<file path="config.mk">
export PLATFORM = sky130hd
export DESIGN_NAME = mem_access_ctrl
export DESIGN_NICKNAME = d
export VERILOG_FILES = /design/src/rtl/mem_access_ctrl.sv
export SDC_FILE = /design/constraint.sdc
export NUM_CORES = 1
export LEC_CHECK = 0
export BUFFER_PORTS_ARGS = -buffer_cell sky130_fd_sc_hd__buf_2
export CAP_MARGIN = 30
export CORE_ASPECT_RATIO = 0.5
export CORE_UTILIZATION = 41
export DETAILED_ROUTE_END_ITERATION = 10
export PLACE_DENSITY = 0.84
export SLEW_MARGIN = 10
export SYNTH_ARGS = -nofsm -noshare
export SYNTH_HDL_FRONTEND = slang
export SYNTH_SLANG_ARGS = --single-unit
</file>
<file path="constraint.sdc">
create_clock -name clk -period 2.1 [get_ports clk]
set_clock_uncertainty 0.05 [all_clocks]
set_input_delay 0.42 -clock clk [delete_from_list [all_inputs] [get_ports clk]]
set_output_delay 0.42 -clock clk [all_outputs]
set_load 0.01 [all_outputs]
</file>
<file path="src/rtl/mem_access_ctrl.sv">
// Single-word CPU access controller in front of the 32x16 data memory.
// Sequences memrq/rw/addr/in_data, range-checks addresses and holds the last read word.
module mem_access_ctrl #(
    parameter int MEM_DEPTH   = 32,
    parameter int WAIT_CYCLES = 1,
    parameter int ADDR_W      = 12,
    parameter int DATA_W      = 16
) (
    input  logic              clk,
    input  logic              rst,
    input  logic              cpu_req,
    input  logic              cpu_we,
    input  logic [ADDR_W-1:0] cpu_addr,
    input  logic [DATA_W-1:0] cpu_wdata,
    output logic              cpu_ready,
    output logic              cpu_done,
    output logic              cpu_err,
    output logic [DATA_W-1:0] cpu_rdata,
    output logic              mem_memrq,
    output logic              mem_rw,
    output logic [ADDR_W-1:0] mem_addr,
    output logic [DATA_W-1:0] mem_in_data,
    input  logic [DATA_W-1:0] mem_out_data
);

    typedef enum logic [2:0] {IDLE, RD, WR, DONE, ERR} state_t;

    // One extra bit so MEM_DEPTH == 2**ADDR_W still compares correctly.
    localparam logic [ADDR_W:0] DEPTH_EXT = (ADDR_W + 1)'(MEM_DEPTH);
    localparam logic [3:0]      WAIT_INIT = 4'(WAIT_CYCLES);

    state_t            state_q, state_d;
    logic [3:0]        cnt_q, cnt_d;
    logic              cpu_ready_q, cpu_ready_d;
    logic              cpu_done_q, cpu_done_d;
    logic              cpu_err_q, cpu_err_d;
    logic [DATA_W-1:0] cpu_rdata_q, cpu_rdata_d;
    logic              mem_memrq_q, mem_memrq_d;
    logic              mem_rw_q, mem_rw_d;
    logic [ADDR_W-1:0] mem_addr_q, mem_addr_d;
    logic [DATA_W-1:0] mem_in_data_q, mem_in_data_d;

    logic accept;
    logic addr_oob;

    assign accept   = (state_q == IDLE) && cpu_ready_q && cpu_req;
    assign addr_oob = ({1'b0, cpu_addr} >= DEPTH_EXT);

    // NOTE: every flop updates with <= so all registers see pre-edge values.
    always_ff @(posedge clk) begin
        if (rst) begin
            state_q       <= IDLE;
            cnt_q         <= '0;
            cpu_ready_q   <= 1'b0;
            cpu_done_q    <= 1'b0;
            cpu_err_q     <= 1'b0;
            cpu_rdata_q   <= '0;
            mem_memrq_q   <= 1'b0;
            mem_rw_q      <= 1'b1;
            mem_addr_q    <= '0;
            mem_in_data_q <= '0;
        end else begin
            state_q       <= state_d;
            cnt_q         <= cnt_d;
            cpu_ready_q   <= cpu_ready_d;
            cpu_done_q    <= cpu_done_d;
            cpu_err_q     <= cpu_err_d;
            cpu_rdata_q   <= cpu_rdata_d;
            mem_memrq_q   <= mem_memrq_d;
            mem_rw_q      <= mem_rw_d;
            mem_addr_q    <= mem_addr_d;
            mem_in_data_q <= mem_in_data_d;
        end
    end

    // NOTE: a default assignment heads each always_comb so no path can infer a latch.
    always_comb begin
        state_d = state_q;
        case (state_q)
            IDLE: begin
                if (accept) begin
                    if (addr_oob)    state_d = ERR;
                    else if (cpu_we) state_d = WR;
                    else             state_d = RD;
                end
            end
            RD:        if (cnt_q == '0) state_d = DONE;
            WR:        state_d = DONE;
            DONE, ERR: state_d = IDLE;
            default:   state_d = IDLE;
        endcase
    end

    // Next values of the registered outputs; the memory pins idle at memrq=0, rw=1.
    always_comb begin
        cnt_d         = cnt_q;
        cpu_ready_d   = 1'b0;
        cpu_done_d    = 1'b0;
        cpu_err_d     = 1'b0;
        cpu_rdata_d   = cpu_rdata_q;
        mem_memrq_d   = 1'b0;
        mem_rw_d      = 1'b1;
        mem_addr_d    = mem_addr_q;
        mem_in_data_d = mem_in_data_q;
        case (state_q)
            IDLE: begin
                cpu_ready_d = !accept;
                if (accept) begin
                    mem_addr_d    = cpu_addr;
                    mem_in_data_d = cpu_wdata;
                    if (addr_oob) begin
                        cpu_done_d = 1'b1;
                        cpu_err_d  = 1'b1;
                    end else if (cpu_we) begin
                        mem_memrq_d = 1'b1;
                        mem_rw_d    = 1'b0;
                    end else begin
                        mem_memrq_d = 1'b1;
                        cnt_d       = WAIT_INIT;
                    end
                end
            end
            RD: begin
                if (cnt_q == '0) begin
                    cpu_rdata_d = mem_out_data;
                    cpu_done_d  = 1'b1;
                end else begin
                    mem_memrq_d = 1'b1;
                    cnt_d       = cnt_q - 4'd1;
                end
            end
            WR:        cpu_done_d = 1'b1;
            DONE, ERR: cpu_ready_d = 1'b1;
            default: ;
        endcase
    end

    assign cpu_ready   = cpu_ready_q;
    assign cpu_done    = cpu_done_q;
    assign cpu_err     = cpu_err_q;
    assign cpu_rdata   = cpu_rdata_q;
    assign mem_memrq   = mem_memrq_q;
    assign mem_rw      = mem_rw_q;
    assign mem_addr    = mem_addr_q;
    assign mem_in_data = mem_in_data_q;

endmodule

</file>
==> results of run 1 <==
## metrics by stage
stage	TNS, ns	hold slack (ns)
2_1_floorplan	-0.0369	0.428
3_3_place_gp	-0.296	0.389
3_5_place_dp	-0.409	0.393
4_1_cts	0	0.283
5_1_grt	0	0.284
6_report	0	0.290
## power by group through the flow
| stage | Sequential [uW] | Combinational [uW] | Clock, uW |
|---|---|---|---|
| detailed placement | 1130 | 179 | 0 |
| global route | 1110 | 199 | 621 |
| finish | 1100 | 179 | 565 |
| global placement | 1130 | 175 | 0 |
| CTS | 1110 | 180 | 583 |
| floorplan | 1140 | 72.3 | 0 |
## cell usage after synthesis (all sizes together), types with 2 or more instances
cell / count / area [sq um]
nand2: 95 / 357
dfxtp: 56 / 1120
a21oi: 48 / 240
clkbuf: 16 / 60.1
nor2: 8 / 30.0
nor3: 4 / 20.0
or3: 4 / 25.0
a221oi: 2 / 17.5
a31oi: 2 / 12.5
inv: 2 / 7.51
nand2b: 2 / 12.5
nand3b: 2 / 15.0
nor3b: 2 / 20.0
nor4: 2 / 12.5
or4: 2 / 22.5
## layout make-up
cell class | count | area (sq um) | area share (%)
clock inverters | 2 | 12.5 | 0.460
well taps | 66 | 82.6 | 3.03
flip-flops and latches | 56 | 1120 | 41.2
repair buffers | 104 | 541 | 19.9
multi-input cells | 182 | 888 | 32.6
clock buffers | 5 | 68.8 | 2.53
inverters | 2 | 7.51 | 0.276
## registers in the layout, summed over array words and instances, names as in the netlist
signal       cells
mem_addr        12
cpu_rdata       16
mem_memrq        1
mem_in_data     16
cnt_q            4
mem_rw           1
cpu_done         1
cpu_ready        1
state_q          3
cpu_err          1
## cell families after synthesis
group,count (synthesis)
muxes,1
buffers and inverters,18
AOI/OAI and AO/OA,57
DFF,56
and+or+nand+nor,123
adders and majority gates,1
## metal layers
| layer | share of wire (%) | up-vias |
|---|---|---|
| met4 | 1.1 | 0 |
| met3 | 3.2 | 7 |
| met1 | 43 | 917 |
| met5 | 0 | - |
| met2 | 52 | 44 |
| li1 | - | 1031 |
## critical path, stage by stage
cell and delay (ns):
buf_2 0.12, or4_4 0.53, or4_4 0.46, o32ai_4 0.25, mux2_4 0.32
## how the worst max path moves through the flow
| stage | endpoint | cells past startpoint |
|---|---|---|
| 2_1_floorplan | cnt_q[1]$_SDFFE_PP0P_ | 4 |
| 3_5_place_dp | cnt_q[1]$_SDFFE_PP0P_ | 5 |
| 5_1_grt | cnt_q[1]$_SDFFE_PP0P_ | 5 |
| 4_1_cts | cnt_q[1]$_SDFFE_PP0P_ | 5 |
| 3_3_place_gp | cnt_q[1]$_SDFFE_PP0P_ | 5 |
| 6_report | cnt_q[1]$_SDFFE_PP0P_ | 5 |
## cell usage in the layout, fill, tap and decap left out
master	n
dfxtp_1	56
and2_1	1
o21a_1	1
or4_4	2
or3_1	4
a211oi_1	1
o32ai_4	1
nand2_1	95
a221oi_1	2
buf_4	8
nor3b_2	1
ha_1	1
nor3_2	1
nor2_1	8
inv_1	2
buf_2	96
nor3b_1	1
nor3_1	3
a31oi_1	2
nand2b_1	2
a21oi_1	48
clkbuf_8	5
clkinv_2	1
nand3b_1	2
nor4_1	2
clkinvlp_4	1
o22ai_1	1
a21o_1	1
mux2_4	1
or3b_2	1
==> flow_metrics.py, run 1 <==
metrics = {
    "cells_and_area": {
        "area_growth_syn_to_layout_pct": 31.3,
        "drive_gt1_share_pct": 33.6,
        "fin_cells": 417,
        "n_fill_cell": 422,
        "utilization_pct": 59.0,
        "final_nets": 400,
        "n_antenna_cell": 0,
        "fin_area_sq_mm": 0.00272,
    },
    "timing": {
        "hold_viol": 0,
        "period_needed_ns": 1.94,
        "clock.fmax_ghz": 0.514,
        "slew_violations": 0,
        "period_share_pct": 92.6,
        "grt_setup_unrepaired": "false",
        "worst_pin_slew_ns": 0.621,
        "slew_headroom_pct": 58.6,
        "setup_viol": 0,
        "postLayoutSetupSlackWorst_ns": 0.156,
    },
    "yosys": {
        "synth_fp_nets": 305,
        "synth_cell_types": 25,
        "synthArstFlopShare_pct": 0,
        "yosys_warnings": 0,
        "synthAdderAreaFrac_pct": 0.604,
        "synth-xor-area-share_pct": 0,
        "synth-simple-area-share_pct": 25.5,
        "synth_compound_area_share_pct": 15.8,
        "synth_edf_count": 0,
        "yosysSeqAreaShare_pct": 54.1,
        "syn-mean-instance-area_sq_um": 8.09,
        "netlist_area_sq_mm": 0.00207,
        "synthMuxAreaShare_pct": 0.725,
        "ys.flop_type": "dfxtp_1",
        "ys_ff_latch": 56,
        "syn_inst": 256,
        "synth_top_family_by_area": "simple AND/OR/NAND/NOR gates",
    },
    "placed_design": {
        "dpl.hpwl_mm": 3.61,
        "io_buffers": 96,
        "dpl_cell_area_sq_mm": 0.00264,
        "pre_cts_slack_ns": -0.167,
        "dp_cells": 410,
        "gp_congestion": 0.773,
    },
    "global_route": {
        "use_met3_pct": 4.40,
        "use_met2_pct": 35.8,
        "grtUsageMet1_pct": 21.4,
        "grt-busiest-layer": "met2",
        "grt_max_degree": 36,
        "grt_usage_pct": 19.1,
        "grt_pass1_wl_mm": 7.82,
        "antenna_found_initial": 0,
        "gr-total-overflow": 0,
        "grt_pass1_vias": 1802,
    },
    "worst_hold_path": {
        "hold_class": "input port to register",
        "hold_start": "cpu_wdata[3]",
        "min_to": "mem_in_data[3]$_SDFFE_PP0N_",
        "min_path_cells": 3,
    },
    "critical_path": {
        "arrival_ns": 2.10,
        "crit_required_ns": 2.25,
        "r2r_slack_ns": 0.27,
        "end_kind": "register",
        "timing.rr.end": "cpu_rdata[14]$_SDFFE_PP0P_",
        "startpoint_type": "input port",
        "rr_startpoint": "cnt_q[0]$_SDFFE_PP0P_",
        "r2r_cells": 7,
        "critical_path.startpoint": "cpu_addr[9]",
        "worstSetupPathType": "input port to register",
        "worstPathMaxFanout": 3,
    },
    "die": {
        "die-width_um": 103,
        "io_pins": 97,
        "fp-row-count": 17,
        "dieArea_sq_mm": 0.00536,
        "start_util_pct": 44.9,
        "core_area_sq_mm": 0.00462,
        "fp.dieH_um": 52.3,
    },
    "clock_network": {
        "postCtsHoldBufs": 0,
        "clock_latency_ns": 0.30,
        "htreeDepth": 2,
        "clock-sinks": 56,
        "cts_made_buffers": 5,
        "cts_setup_buffers": 0,
        "clkTransAtPathRegs_ns": 0.10,
        "tritoncts": "yes",
        "cts.path.max_buffers": 2,
        "cts_resized": 0,
        "root_buffer": "clkbuf_8",
    },
    "power": {
        "pwr-share-seq_pct": 59.8,
        "p_int_uw": 1400,
        "p_sw_share_pct": 24.5,
        "power_switching_uw": 453,
        "ir_drop_mv": 0.298,
        "power.total_uw": 1850,
        "power.leakage_uw": 0.00120,
        "combPwrFrac_pct": 9.7,
        "clkPwrFrac_pct": 30.5,
        "power_density_mw_per_mm2": 679,
    },
    "detailed_routing": {
        "first_pass_iters": 4,
        "wl_mm": 4.93,
        "drc": 0,
        "drt_iter0_drc": 82,
        "viasPerCell": 4.79,
        "wl_per_cell_um": 11.8,
        "vias": 1999,
        "ant_nets": 0,
    },
    "job": {
        "cap_violations": 0,
    },
    "outcome": {
        "outcome": "finished, final reports clean",
    },
}
(Power assumes the default switching activity.)
==> inputs of run 2 (changes only) <==
- CORE_UTILIZATION: 41 -> 43
- CTS_BUF_LIST: unset -> sky130_fd_sc_hd__clkbuf_8
- PLACE_DENSITY: 0.84 -> 0.87
==> run 2 against run 1 <==
Compared with the run above:
- flip-flop and latch count unchanged
- register-to-register slack about the same
- global-route usage is 0.47 points higher
- sequential power about the same
- critical path depth did not move
- critical endpoint unchanged
==> flow_metrics.py, run 2 (synthesis results as in run 1) <==
metrics = {
    "cells_and_area": {
        "utilization_pct": 60.8,
        "n_antenna_cell": 0,
        "drive_gt1_share_pct": 33.7,
        "area_growth_syn_to_layout_pct": 32.3,
        "final_nets": 401,
        "final_common_cell": "buf_2",
        "final_cell_mix": "buf_2 (96), nand2_1 (95), dfxtp_1 (56)",
    },
    "worst_hold_path": {
        "hold_start": "cpu_wdata[0]",
        "min_path_cells": 3,
        "min_to": "mem_in_data[0]$_SDFFE_PP0N_",
        "hold_class": "input port to register",
    },
    "timing": {
        "grt_setup_unrepaired": "false",
        "clock.fmax_ghz": 0.512,
        "postLayoutSetupSlackWorst_ns": 0.146,
        "fin_hold_ws_ns": 0.289,
        "slew_headroom_pct": 63.1,
        "period_share_pct": 93.1,
        "hold_viol": 0,
        "slew_violations": 0,
        "setup_viol": 0,
        "period_needed_ns": 1.95,
        "worst_pin_slew_ns": 0.551,
    },
    "die": {
        "die-width_um": 100,
        "io_pins": 97,
        "core_area_sq_mm": 0.00451,
        "fp.dieH_um": 51.1,
        "dieArea_sq_mm": 0.00512,
        "start_util_pct": 45.9,
        "fp-row-count": 17,
    },
    "global_route": {
        "antenna_found_initial": 0,
        "grt_pass1_wl_mm": 7.73,
        "grt_max_degree": 32,
        "grt_usage_pct": 19.5,
        "grt_pass1_vias": 1812,
        "gr-total-overflow": 0,
    },
    "critical_path": {
        "end_kind": "register",
        "worstPathMaxFanout": 3,
        "slowest_delay_ns": 0.53,
        "timing.critical_path.mode_cell": "or4_4",
        "arrival_ns": 2.10,
        "slowest_stage": "or4_4",
        "r2r_cells": 7,
        "timing.rr.end": "cpu_rdata[7]$_SDFFE_PP0P_",
        "critical_path.startpoint": "cpu_addr[9]",
        "crit_chain": "buf_2, or4_4, or4_4, o32ai_4, mux2_4",
        "rr_startpoint": "cnt_q[0]$_SDFFE_PP0P_",
        "worstSetupPathType": "input port to register",
        "r2r_slack_ns": 0.27,
        "startpoint_type": "input port",
        "crit_required_ns": 2.25,
    },
    "power": {
        "combPwrFrac_pct": 9.5,
        "power_density_mw_per_mm2": 687,
        "p_sw_share_pct": 23.9,
        "power_switching_uw": 450,
        "p_int_uw": 1430,
        "ir_drop_mv": 0.298,
        "pwr-share-seq_pct": 58.7,
        "power.leakage_uw": 0.00121,
        "clkPwrFrac_pct": 31.7,
    },
    "detailed_routing": {
        "vias": 2035,
        "first_pass_iters": 4,
        "wl_per_cell_um": 12.1,
        "drt_iter0_drc": 109,
        "viasPerCell": 4.86,
        "drc": 0,
        "wl_mm": 5.07,
        "ant_nets": 0,
    },
    "clock_network": {
        "cts_setup_buffers": 0,
        "cts_made_buffers": 5,
        "root_buffer": "clkbuf_8",
        "htreeDepth": 2,
        "postCtsHoldBufs": 0,
        "clock-sinks": 56,
        "cts_resized": 0,
        "clock_latency_ns": 0.30,
        "tritoncts": "yes",
        "cts.path.max_buffers": 2,
        "clkTransAtPathRegs_ns": 0.09,
    },
    "placed_design": {
        "dpl.hpwl_mm": 3.78,
        "gp_congestion": 0.934,
        "pre_cts_slack_ns": -0.175,
        "io_buffers": 96,
    },
    "job": {
        "cap_violations": 0,
    },
    "outcome": {
        "outcome": "finished, final reports clean",
    },
}
==> run 2: changes by cell type in the layout (fill, tap and decap cells not counted) <==
cell / previous run / this run
clkbuf_8: 5 / 6
buf_4: 8 / 9
clkinv_2: 1 / 0
inv_1: 2 / 3
==> run 2: worst max path at each step <==
stage / to / slack (ns)
after floorplan: cnt_q[1]$_SDFFE_PP0P_ / -0.04
after global placement: cnt_q[1]$_SDFFE_PP0P_ / -0.14
after detailed placement: cnt_q[1]$_SDFFE_PP0P_ / -0.17
after CTS: cnt_q[1]$_SDFFE_PP0P_ / 0.14
after global routing: cpu_rdata[7]$_SDFFE_PP0P_ / 0.09
final: cnt_q[1]$_SDFFE_PP0P_ / 0.15
==> run 2: layout make-up <==
type / instances / area [sq um]
fillers: 396 / 1770
flip-flops and latches: 56 / 1120
multi-input cells: 182 / 888
repair buffers: 105 / 548
clock buffers: 6 / 82.6
well taps: 66 / 82.6
clock inverters: 2 / 11.3
inverters: 2 / 7.51
==> run 2: critical path: cells and delay by family <==
kind | cells | cell delay (ns)
and+or+nand+nor | 2 | 0.99
muxes | 1 | 0.32
buffers and inverters | 1 | 0.11
AOI/OAI and AO/OA | 1 | 0.26
==> run 2: layer usage <==
metal / wire (um) / track usage [%]
met1: 2070 / 21.1
met2: 2710 / 37.6
met3: 228 / 4.10
met4: 59 / 8.45
met5: 0 / 0
==> run 2: power groups by stage <==
stage	logic, uW	registers (uW)	clock network (uW)
floorplan	72.3	1140	0
detailed placement	180	1130	0
global route	200	1110	646
finish	180	1110	597
CTS	181	1110	611
global placement	175	1130	0
==> run 2: per-stage QoR <==
stage               power (uW)  cells  area (sq um)  setup TNS [ns]
floorplan                 1220    256          2070         -0.0369
global placement          1300    411          2650          -0.290
detailed placement        1310    411          2650          -0.487
CTS                       1900    419          2740               0
global route              1950    419          2740               0
finish                    1880    419          2740               0
==> inputs of run 3 (changes only) <==
- GPL_ROUTABILITY_DRIVEN: unset -> 1
- PLACE_DENSITY: 0.87 -> 0.77
==> run 3 against run 2 <==
Compared with the run above:
- via count fell by 0.20%
- worst setup slack improved by 0.027 ns
- sequential power is essentially flat
- flip-flop and latch count stayed put
- combinational power is essentially flat
- final cell count down 0.24%
- first-iteration DRC count is 28% lower
- utilization shrank 0.28 points
- clock power is 4.4% lower
- critical endpoint unchanged
- maximum frequency rose by 1.4%
- global-route usage is 0.40 points higher
- largest cell class unchanged
==> flow_metrics.py, run 3 (synthesis results as in run 1) <==
metrics = {
    "outcome": {
        "outcome": "finished, final reports clean",
    },
    "worst_hold_path": {
        "hold_class": "input port to register",
        "min_to": "cpu_rdata[8]$_SDFFE_PP0P_",
        "min_path_cells": 3,
        "hold_start": "mem_out_data[8]",
    },
    "timing": {
        "period_share_pct": 91.8,
        "clock.fmax_ghz": 0.519,
        "fin_hold_ws_ns": 0.289,
        "slew_headroom_pct": 63.5,
        "worst_pin_slew_ns": 0.545,
        "grt_setup_unrepaired": "false",
        "setup_viol": 0,
        "slew_violations": 0,
        "period_needed_ns": 1.93,
        "hold_viol": 0,
    },
    "critical_path": {
        "arrival_ns": 2.08,
        "startpoint_type": "input port",
        "worstSetupPathType": "input port to register",
        "crit_required_ns": 2.25,
        "r2r_cells": 7,
        "worstPathMaxFanout": 2,
        "r2r_slack_ns": 0.27,
        "end_kind": "register",
        "rr_startpoint": "cnt_q[1]$_SDFFE_PP0P_",
        "critical_path.startpoint": "cpu_addr[9]",
        "timing.rr.end": "cpu_rdata[10]$_SDFFE_PP0P_",
    },
    "die": {
        "fp.dieH_um": 51.1,
        "start_util_pct": 45.9,
        "die-width_um": 100,
        "io_pins": 97,
        "dieArea_sq_mm": 0.00512,
        "fp-row-count": 17,
        "core_area_sq_mm": 0.00451,
    },
    "job": {
        "cap_violations": 0,
    },
    "clock_network": {
        "cts_made_buffers": 5,
        "root_buffer": "clkbuf_8",
        "tritoncts": "yes",
        "clkTransAtPathRegs_ns": 0.10,
        "cts_setup_buffers": 0,
        "clock_latency_ns": 0.30,
        "clock-sinks": 56,
        "cts.path.max_buffers": 2,
        "htreeDepth": 2,
        "cts_resized": 0,
        "postCtsHoldBufs": 0,
    },
    "power": {
        "power_switching_uw": 454,
        "clkPwrFrac_pct": 30.8,
        "power_density_mw_per_mm2": 680,
        "combPwrFrac_pct": 9.6,
        "power.total_uw": 1860,
        "pwr-share-seq_pct": 59.6,
        "p_int_uw": 1400,
        "power.leakage_uw": 0.00120,
        "p_sw_share_pct": 24.5,
        "ir_drop_mv": 0.368,
    },
    "detailed_routing": {
        "first_pass_iters": 4,
        "drt_iter0_drc": 79,
        "viasPerCell": 4.86,
        "wl_per_cell_um": 11.6,
        "vias": 2031,
        "ant_nets": 0,
        "wl_mm": 4.85,
        "drc": 0,
    },
    "global_route": {
        "gr-total-overflow": 0,
        "grtUsageMet1_pct": 23.4,
        "grt_pass1_wl_mm": 8.00,
        "use_met2_pct": 35.4,
        "grt-busiest-layer": "met2",
        "grt_pass1_vias": 1831,
        "use_met3_pct": 5.34,
        "grt_usage_pct": 19.9,
        "grt_max_degree": 32,
        "antenna_found_initial": 0,
    },
    "cells_and_area": {
        "final_cell_mix": "buf_2 (96), nand2_1 (95), dfxtp_1 (56)",
        "n_fill_cell": 426,
        "final_nets": 400,
        "drive_gt1_share_pct": 33.5,
        "n_antenna_cell": 0,
        "area_growth_syn_to_layout_pct": 31.7,
        "final_common_cell": "buf_2",
    },
    "placed_design": {
        "io_buffers": 96,
        "dpl.hpwl_mm": 3.57,
        "gp_congestion": 0.807,
    },
}
## run 3: power groups by stage
stage | sequential, uW | clock, uW | combinational [uW]
after floorplan | 1140 | 0 | 72.3
after detailed placement | 1130 | 0 | 180
after CTS | 1110 | 598 | 180
after global placement | 1130 | 0 | 176
after global routing | 1110 | 642 | 198
final | 1100 | 571 | 179
## run 3: layout make-up
| cell class | instances | area, sq um | area share [%] |
|---|---|---|---|
| repair buffers | 104 | 541 | 19.8 |
| clock buffers | 5 | 68.8 | 2.52 |
| flip-flops and latches | 56 | 1120 | 41.1 |
| clock inverters | 3 | 20.0 | 0.734 |
| well taps | 66 | 82.6 | 3.03 |
| multi-input cells | 182 | 888 | 32.6 |
| inverters | 2 | 7.51 | 0.275 |
## run 3: routing by layer
| metal | wire length [um] | share of wire [%] | vias up |
|---|---|---|---|
| li1 | - | - | 1037 |
| met1 | 2120 | 44 | 940 |
| met2 | 2450 | 50 | 48 |
| met3 | 235 | 4.8 | 6 |
| met4 | 55 | 1.1 | 0 |
| met5 | 0 | 0 | - |
## run 3: worst max-delay path by stage
stage | endpoint | depth (start not counted)
2_1_floorplan | cnt_q[1]$_SDFFE_PP0P_ | 4
3_3_place_gp | cnt_q[1]$_SDFFE_PP0P_ | 5
3_5_place_dp | cnt_q[1]$_SDFFE_PP0P_ | 5
4_1_cts | cnt_q[1]$_SDFFE_PP0P_ | 5
5_1_grt | cpu_rdata[1]$_SDFFE_PP0P_ | 7
6_report | cnt_q[1]$_SDFFE_PP0P_ | 5
## run 3: metrics by stage
stage | cell area [sq um] | std cells | utilization [%] | setup slack, ns | TNS (ns)
3_3_place_gp | 2640 | 410 | 58.5 | -0.138 | -0.452
4_1_cts | 2730 | 418 | 60.5 | 0.175 | 0
6_report | 2730 | 418 | 60.5 | 0.173 | 0
5_1_grt | 2730 | 418 | 60.5 | 0.0366 | 0
2_1_floorplan | 2070 | 256 | - | -0.0369 | -0.0369
3_5_place_dp | 2640 | 410 | 58.5 | -0.152 | -0.609
## run 3: worst max-delay path, stage by stage
cell and delay, ns:
buf_2 0.11, or4_4 0.53, or4_4 0.45, o32ai_4 0.25, mux2_4 0.32
